`config.mk`:
```
export PLATFORM = sky130hd
export DESIGN_NAME = face_scan_controller
export DESIGN_NICKNAME = d
export VERILOG_FILES = /design/src/rtl/face_detect_pkg.sv /design/src/rtl/candidate_fifo.sv /design/src/rtl/face_scan_controller.sv
export SDC_FILE = /design/constraint.sdc
export NUM_CORES = 1
export LEC_CHECK = 0
export CAP_MARGIN = 0
export CELL_PAD_IN_SITES_DETAIL_PLACEMENT = 1
export CELL_PAD_IN_SITES_GLOBAL_PLACEMENT = 1
export CORE_MARGIN = 5
export CORE_UTILIZATION = 43
export DETAILED_ROUTE_END_ITERATION = 10
export PLACE_DENSITY = 0.82
export RECOVER_POWER = 100
export REMOVE_ABC_BUFFERS = 1
export SYNTH_ARGS = -nofsm -noshare
export SYNTH_HDL_FRONTEND = slang
export SYNTH_SLANG_ARGS = --single-unit
```
`constraint.sdc`:
```
create_clock -name clk_os -period 8.4 [get_ports clk_os]
set_clock_uncertainty 0.1 [all_clocks]
set_input_delay 2.52 -clock clk_os [delete_from_list [all_inputs] [get_ports clk_os]]
set_output_delay 2.52 -clock clk_os [all_outputs]
set_load 0.01 [all_outputs]
```
`src/rtl/face_detect_pkg.sv`:
```
// Shared types and default geometry for the face-scan pipeline: scan FSM states,
// the candidate record, and default frame/window constants.
package face_detect_pkg;

  localparam int DEFAULT_FRAME_WIDTH     = 10;
  localparam int DEFAULT_FRAME_HEIGHT    = 10;
  localparam int DEFAULT_INTEGRAL_LENGTH = 8;
  localparam int DEFAULT_COORD_WIDTH     = 16;

  typedef enum logic [1:0] {
    IDLE       = 2'd0,
    SCAN       = 2'd1,
    NEXT_SCALE = 2'd2,
    DONE       = 2'd3
  } scan_state_e;

  typedef struct packed {
    logic [DEFAULT_COORD_WIDTH-1:0] x;
    logic [DEFAULT_COORD_WIDTH-1:0] y;
    logic [3:0]                     scale;
  } cand_rec_t;

endpackage

```
`src/rtl/candidate_fifo.sv`:
```
// Candidate queue: circular buffer with count-based full/empty flags and a
// ready-driven pop. DEPTH must be a power of two, at least 2.
module candidate_fifo #(
  parameter int DEPTH = 4,
  parameter int WIDTH = 36
) (
  input  logic             clk_os,
  input  logic             reset_fpga,
  input  logic             push,
  input  logic [WIDTH-1:0] push_data,
  input  logic             ready,
  output logic [WIDTH-1:0] head_data,
  output logic             full,
  output logic             empty
);

  localparam int AW = $clog2(DEPTH);

  logic [WIDTH-1:0] mem [DEPTH];
  logic [AW-1:0]    rd_ptr_reg;
  logic [AW-1:0]    wr_ptr_reg;
  logic [AW:0]      count_reg;
  logic             pop;
  logic             write;

  assign empty = (count_reg == '0);
  assign full  = (count_reg == (AW+1)'(DEPTH));
  assign pop   = !empty && ready;
  // A pop frees the head slot this cycle, so a full queue can still accept.
  assign write = push && (!full || pop);

  always_ff @(posedge clk_os) begin
    if (write) mem[wr_ptr_reg] <= push_data;
  end

  assign head_data = mem[rd_ptr_reg];

  always_ff @(posedge clk_os or posedge reset_fpga) begin
    if (reset_fpga) begin
      rd_ptr_reg <= '0;
      wr_ptr_reg <= '0;
      count_reg  <= '0;
    end else begin
      if (write) wr_ptr_reg <= wr_ptr_reg + AW'(1);
      if (pop)   rd_ptr_reg <= rd_ptr_reg + AW'(1);
      case ({write, pop})
        2'b10:   count_reg <= count_reg + (AW+1)'(1);
        2'b01:   count_reg <= count_reg - (AW+1)'(1);
        default: count_reg <= count_reg;
      endcase
    end
  end

endmodule

```
`src/rtl/face_scan_controller.sv`:
```
// Multi-scale raster scan controller with a candidate queue for first-stage hits.
// Optional SCAN_DROP_COUNT_EN adds a saturating 16-bit o_drop_count output.
module face_scan_controller
  import face_detect_pkg::*;
#(
  parameter int FRAME_WIDTH     = DEFAULT_FRAME_WIDTH,
  parameter int FRAME_HEIGHT    = DEFAULT_FRAME_HEIGHT,
  parameter int COORD_WIDTH     = DEFAULT_COORD_WIDTH,
  parameter int INTEGRAL_LENGTH = DEFAULT_INTEGRAL_LENGTH,
  parameter int NUM_SCALES      = 3,
  parameter int SCALE_STEP      = 1,
  parameter int FIFO_DEPTH      = 4
) (
  input  logic                   clk_os,
  input  logic                   reset_fpga,
  input  logic                   i_start,
  input  logic                   i_pixel_valid,
  input  logic                   i_is_candidate,
  input  logic [COORD_WIDTH-1:0] i_cand_xcoord,
  input  logic [COORD_WIDTH-1:0] i_cand_ycoord,
  output logic [COORD_WIDTH-1:0] o_xcoord,
  output logic [COORD_WIDTH-1:0] o_ycoord,
  output logic [COORD_WIDTH-1:0] o_frame_src_width,
  output logic [COORD_WIDTH-1:0] o_frame_src_height,
  output logic [COORD_WIDTH-1:0] o_frame_dst_width,
  output logic [COORD_WIDTH-1:0] o_frame_dst_height,
  output logic [3:0]             o_scale_idx,
  output logic                   o_busy,
  output logic                   o_frame_done,
  output logic                   o_cand_valid,
  input  logic                   i_cand_ready,
  output logic [COORD_WIDTH-1:0] o_cand_x,
  output logic [COORD_WIDTH-1:0] o_cand_y,
  output logic [3:0]             o_cand_scale,
`ifdef SCAN_DROP_COUNT_EN
  output logic [15:0]            o_drop_count,
`endif
  output logic                   o_dropped
);

  localparam logic [1:0] S_IDLE       = IDLE;
  localparam logic [1:0] S_SCAN       = SCAN;
  localparam logic [1:0] S_NEXT_SCALE = NEXT_SCALE;
  localparam logic [1:0] S_DONE       = DONE;

  localparam int REC_W = 2*COORD_WIDTH + 4;
  // A further pass needs both shrunken dimensions to still hold the window.
  localparam logic [COORD_WIDTH:0] MIN_DIM = (COORD_WIDTH+1)'(INTEGRAL_LENGTH + SCALE_STEP);

  logic [1:0]             state_reg;
  logic [COORD_WIDTH-1:0] x_reg;
  logic [COORD_WIDTH-1:0] y_reg;
  logic [3:0]             scale_reg;
  logic [COORD_WIDTH-1:0] dst_w_reg;
  logic [COORD_WIDTH-1:0] dst_h_reg;
  logic                   dropped_reg;

  logic             last_col;
  logic             last_row;
  logic             more_scales;
  logic             cand_push;
  logic             fifo_full;
  logic             fifo_empty;
  logic             overflow;
  logic [REC_W-1:0] head_data;

  assign last_col    = (x_reg == COORD_WIDTH'(FRAME_WIDTH - 1));
  assign last_row    = (y_reg == COORD_WIDTH'(FRAME_HEIGHT - 1));
  assign more_scales = (scale_reg < 4'(NUM_SCALES - 1)) &&
                       ({1'b0, dst_w_reg} >= MIN_DIM) &&
                       ({1'b0, dst_h_reg} >= MIN_DIM);

  always_ff @(posedge clk_os or posedge reset_fpga) begin
    if (reset_fpga) begin
      state_reg <= S_IDLE;
      x_reg     <= '0;
      y_reg     <= '0;
      scale_reg <= '0;
      dst_w_reg <= COORD_WIDTH'(FRAME_WIDTH);
      dst_h_reg <= COORD_WIDTH'(FRAME_HEIGHT);
    end else begin
      case (state_reg)
        S_IDLE: begin
          if (i_start) begin
            state_reg <= S_SCAN;
            x_reg     <= '0;
            y_reg     <= '0;
            scale_reg <= '0;
            dst_w_reg <= COORD_WIDTH'(FRAME_WIDTH);
            dst_h_reg <= COORD_WIDTH'(FRAME_HEIGHT);
          end
        end
        S_SCAN: begin
          if (i_pixel_valid) begin
            if (!last_col) begin
              x_reg <= x_reg + COORD_WIDTH'(1);
            end else begin
              x_reg <= '0;
              if (!last_row) begin
                y_reg <= y_reg + COORD_WIDTH'(1);
              end else begin
                y_reg     <= '0;
                state_reg <= more_scales ? S_NEXT_SCALE : S_DONE;
              end
            end
          end
        end
        S_NEXT_SCALE: begin
          scale_reg <= scale_reg + 4'd1;
          dst_w_reg <= dst_w_reg - COORD_WIDTH'(SCALE_STEP);
          dst_h_reg <= dst_h_reg - COORD_WIDTH'(SCALE_STEP);
          state_reg <= S_SCAN;
        end
        default: state_reg <= S_IDLE;
      endcase
    end
  end

  assign cand_push = (state_reg == S_SCAN) && i_is_candidate;
  // Full implies non-empty, so a ready consumer always makes room this cycle.
  assign overflow  = cand_push && fifo_full && !i_cand_ready;

  candidate_fifo #(
    .DEPTH(FIFO_DEPTH),
    .WIDTH(REC_W)
  ) u_fifo (
    .clk_os    (clk_os),
    .reset_fpga(reset_fpga),
    .push      (cand_push),
    .push_data ({i_cand_xcoord, i_cand_ycoord, scale_reg}),
    .ready     (i_cand_ready),
    .head_data (head_data),
    .full      (fifo_full),
    .empty     (fifo_empty)
  );

  always_ff @(posedge clk_os or posedge reset_fpga) begin
    if (reset_fpga) dropped_reg <= 1'b0;
    else            dropped_reg <= overflow;
  end

`ifdef SCAN_DROP_COUNT_EN
  logic [15:0] drop_count_reg;

  always_ff @(posedge clk_os or posedge reset_fpga) begin
    if (reset_fpga)
      drop_count_reg <= '0;
    else if (state_reg == S_IDLE && i_start)
      drop_count_reg <= '0;
    else if (overflow && drop_count_reg != 16'hFFFF)
      drop_count_reg <= drop_count_reg + 16'd1;
  end

  assign o_drop_count = drop_count_reg;
`else
`endif

  assign o_xcoord           = x_reg;
  assign o_ycoord           = y_reg;
  assign o_scale_idx        = scale_reg;
  assign o_frame_dst_width  = dst_w_reg;
  assign o_frame_dst_height = dst_h_reg;
  assign o_frame_src_width  = COORD_WIDTH'(FRAME_WIDTH);
  assign o_frame_src_height = COORD_WIDTH'(FRAME_HEIGHT);
  assign o_busy             = (state_reg != S_IDLE);
  assign o_frame_done       = (state_reg == S_DONE);
  assign o_cand_valid       = !fifo_empty;
  assign o_dropped          = dropped_reg;
  assign {o_cand_x, o_cand_y, o_cand_scale} = head_data;

endmodule

```
==> reports/summary.txt <==
CTS Buf Count - 24
die area - 0.0256 mm^2
Static Leak - 4.65 nW
Finished Layout Cells - 1120
startpoint types - register
layout cell share with drive strength beyond 1 - 0.113
Root Driver - clkbuf_16
CP Data Required Time - 5.78 ns
Placed Area - 0.0113 mm^2
H-tree depth - 1
Die Span Y - 160 um
Max Slew Vio Count - 182
Post-synth EDFFs - 144
violated checks - capacitance limit, slew limit
pwr dens - 318 mW/mm^2
Reg with most FFs - u_fifo.mem
largest net degree at the start of global routing - 55
Arr. time, crit path - 3.72 ns
r2r setup slk - 4.30 ns
final WL - 23300 um
Die Width - 160 um
R2R cell count - 4
Synth top cells by count - edfxtp_1, dfrtp_1, o21ai_0
relative slew slack - -0.804
min Tclk post-route - 6.34 ns
Clk Latency, worst-skew pair - 0.51 ns
RR Startpoint - state_reg[0]$_DFFE_PP0P_
core area - 0.0220 mm^2
n_diodes - 0
Synth Warn # - 0
Post-CTS Setup Repair Bufs - 0
GRT overflow - 0
VDD IR max - 0.000170 V
wire length per cell - 20.8 um
fin area - 0.0121 mm^2
num rows - 54
hold_buf cts - 0
crit path capture type - output port
number of port buffers - 145
CTS Sinks - 222
via count - 6181
Cells after DPL - 1077
synth unique cells - 58
initial antenna violation count - 0
Synth area leader - edfxtp_1
fmax - 158 MHz
post-CTS resize count - 0
Synth Flop Type - edfxtp_1
nets@finish - 876
r2r endpoint - u_fifo.mem[0][8]$_DFFE_PP_
synth top area cells - edfxtp_1, dfrtp_1, mux4_2
kind of critical path - reg -> out
max FFs per register - 144
Async S/R FF share, synth - 0.351
sequential area share after synthesis - 0.650
Residual DRC - 0
Min-Delay Path Class - reg -> reg
fraction of the cycle the final worst path needs - 0.755
Slew @ Worst Pin - 2.70 ns
setup_tns - 0 ns
CTS max path bufs - 3
Mapped Cells - 679
synth-to-layout area growth - 25.2%
CTS tree - done
status - finished with violations
end of the critical path - o_cand_y[9]
Crit Path Max Fanout - 33
endpoints failing hold - 0
setup violators final - 0
hpwl dp - 15800 um
Via density - 5.52
1st-iter DRT viols - 334
global-route wire length before repair - 37900 um
synthesized area - 0.00967 mm^2
most frequent cell after synthesis - edfxtp_1
number of max-cap violations - 5
worst hold slack - 0.383 ns
clock transition at the registers of the reported paths - 0.06 ns
unrepaired setup endpoints after global routing - false
Antenna Violating Nets Remaining - 0
Placer Congestion - 0.768
IO Pins - 178
Total Routing Usage GR - 0.182
Starting Density - 0.440
Pre-antenna DRT Iters - 6
vias in the first global route - 6652
Yosys reg bits - 222
Syn Area/Cell - 14.2 um^2
Crit. Startpoint - u_fifo.rd_ptr_reg[1]$_DFFE_PP0P_
share of the synthesized area in the top cell type - 0.447
[report_power, final]
| group | switching (mW) | internal, mW | total (mW) |
|---|---|---|---|
| clock network | 0.431 | 0.699 | 1.13 |
| registers | 0.149 | 1.38 | 1.53 |
| logic | 0.631 | 0.563 | 1.19 |
[final cells by class]
cell class,instances,area (um^2)
flip-flops and latches,222,6280
fillers,2141,9850
repair buffers,150,1490
well taps,280,350
multi-input cells,409,3070
clock inverters,16,226
inverters,16,61.3
clock buffers,27,633
[worst max-delay path, cell delays in order (launching register included)]
cell and delay, ns:
dfrtp_1 0.46, clkbuf_1 1.55, mux4_2 0.56, dlygate4sd3_1 0.63
[kinds of logic (layout without fill, tap and decap cells)]
| logic type | after synthesis | after routing | synth area share |
|---|---|---|---|
| AOI/OAI and AO/OA | 113 | 113 | 0.0744 |
| xor gates and xnor gates | 22 | 22 | 0.0199 |
| adders and majority gates | 15 | 15 | 0.0202 |
| buffers and inverters | 78 | 209 | 0.0445 |
| DFF | 222 | 222 | 0.650 |
| muxes | 43 | 43 | 0.0914 |
| other | 2 | 32 | 0.000777 |
| and+or+nand+nor | 184 | 184 | 0.0993 |
[metrics by stage]
step	setup slack (ns)	power (mW)	util
finish	2.06	3.85	0.551
global route	1.82	4.08	0.551
CTS	2.94	3.97	0.552
detailed placement	3.39	2.82	0.513
global placement	3.49	2.78	0.513
floorplan	3.53	2.20	-
[how the worst min path moves through the flow]
stage / start / endpoint / slack (ns) / cells past startpoint
after floorplan: u_fifo.count_reg[2]$_DFFE_PP0P_ / u_fifo.count_reg[2]$_DFFE_PP0P_ / 0.35 / 1
after global placement: u_fifo.count_reg[2]$_DFFE_PP0P_ / u_fifo.count_reg[2]$_DFFE_PP0P_ / 0.36 / 1
after detailed placement: u_fifo.count_reg[2]$_DFFE_PP0P_ / u_fifo.count_reg[2]$_DFFE_PP0P_ / 0.37 / 1
after CTS: u_fifo.count_reg[2]$_DFFE_PP0P_ / u_fifo.count_reg[2]$_DFFE_PP0P_ / 0.38 / 1
after global routing: u_fifo.count_reg[2]$_DFFE_PP0P_ / u_fifo.count_reg[2]$_DFFE_PP0P_ / 0.42 / 1
final: u_fifo.count_reg[2]$_DFFE_PP0P_ / u_fifo.count_reg[2]$_DFFE_PP0P_ / 0.38 / 1
[placed cells by master (no fill, tap or decap), types with 5 or more instances in the layout]
master / instances
dfrtp_1: 74
conb_1: 32
and2_0: 7
o41ai_1: 7
nand4_1: 5
ha_1: 14
mux2i_1: 5
nand2_1: 40
a31oi_1: 10
nor4_1: 12
dlygate4sd3_1: 140
nand3_1: 22
and3_1: 6
mux4_2: 36
xnor2_1: 13
nor2_1: 38
clkbuf_16: 25
edfxtp_1: 144
or3_1: 10
o21ai_0: 50
or4_1: 5
nor3_1: 10
nand2b_1: 8
o31ai_1: 16
inv_1: 15
a21oi_1: 10
clkdlybuf4s50_1: 5
xor2_1: 9
bufinv_16: 5
[per-layer routing]
layer	part of all wire	global-route usage
met2	0.49	0.303
met3	0.058	0.0402
met1	0.44	0.252
met4	0.014	0.0317
met5	0	0
No activity file was read; power rests on OpenSTA's default activity.
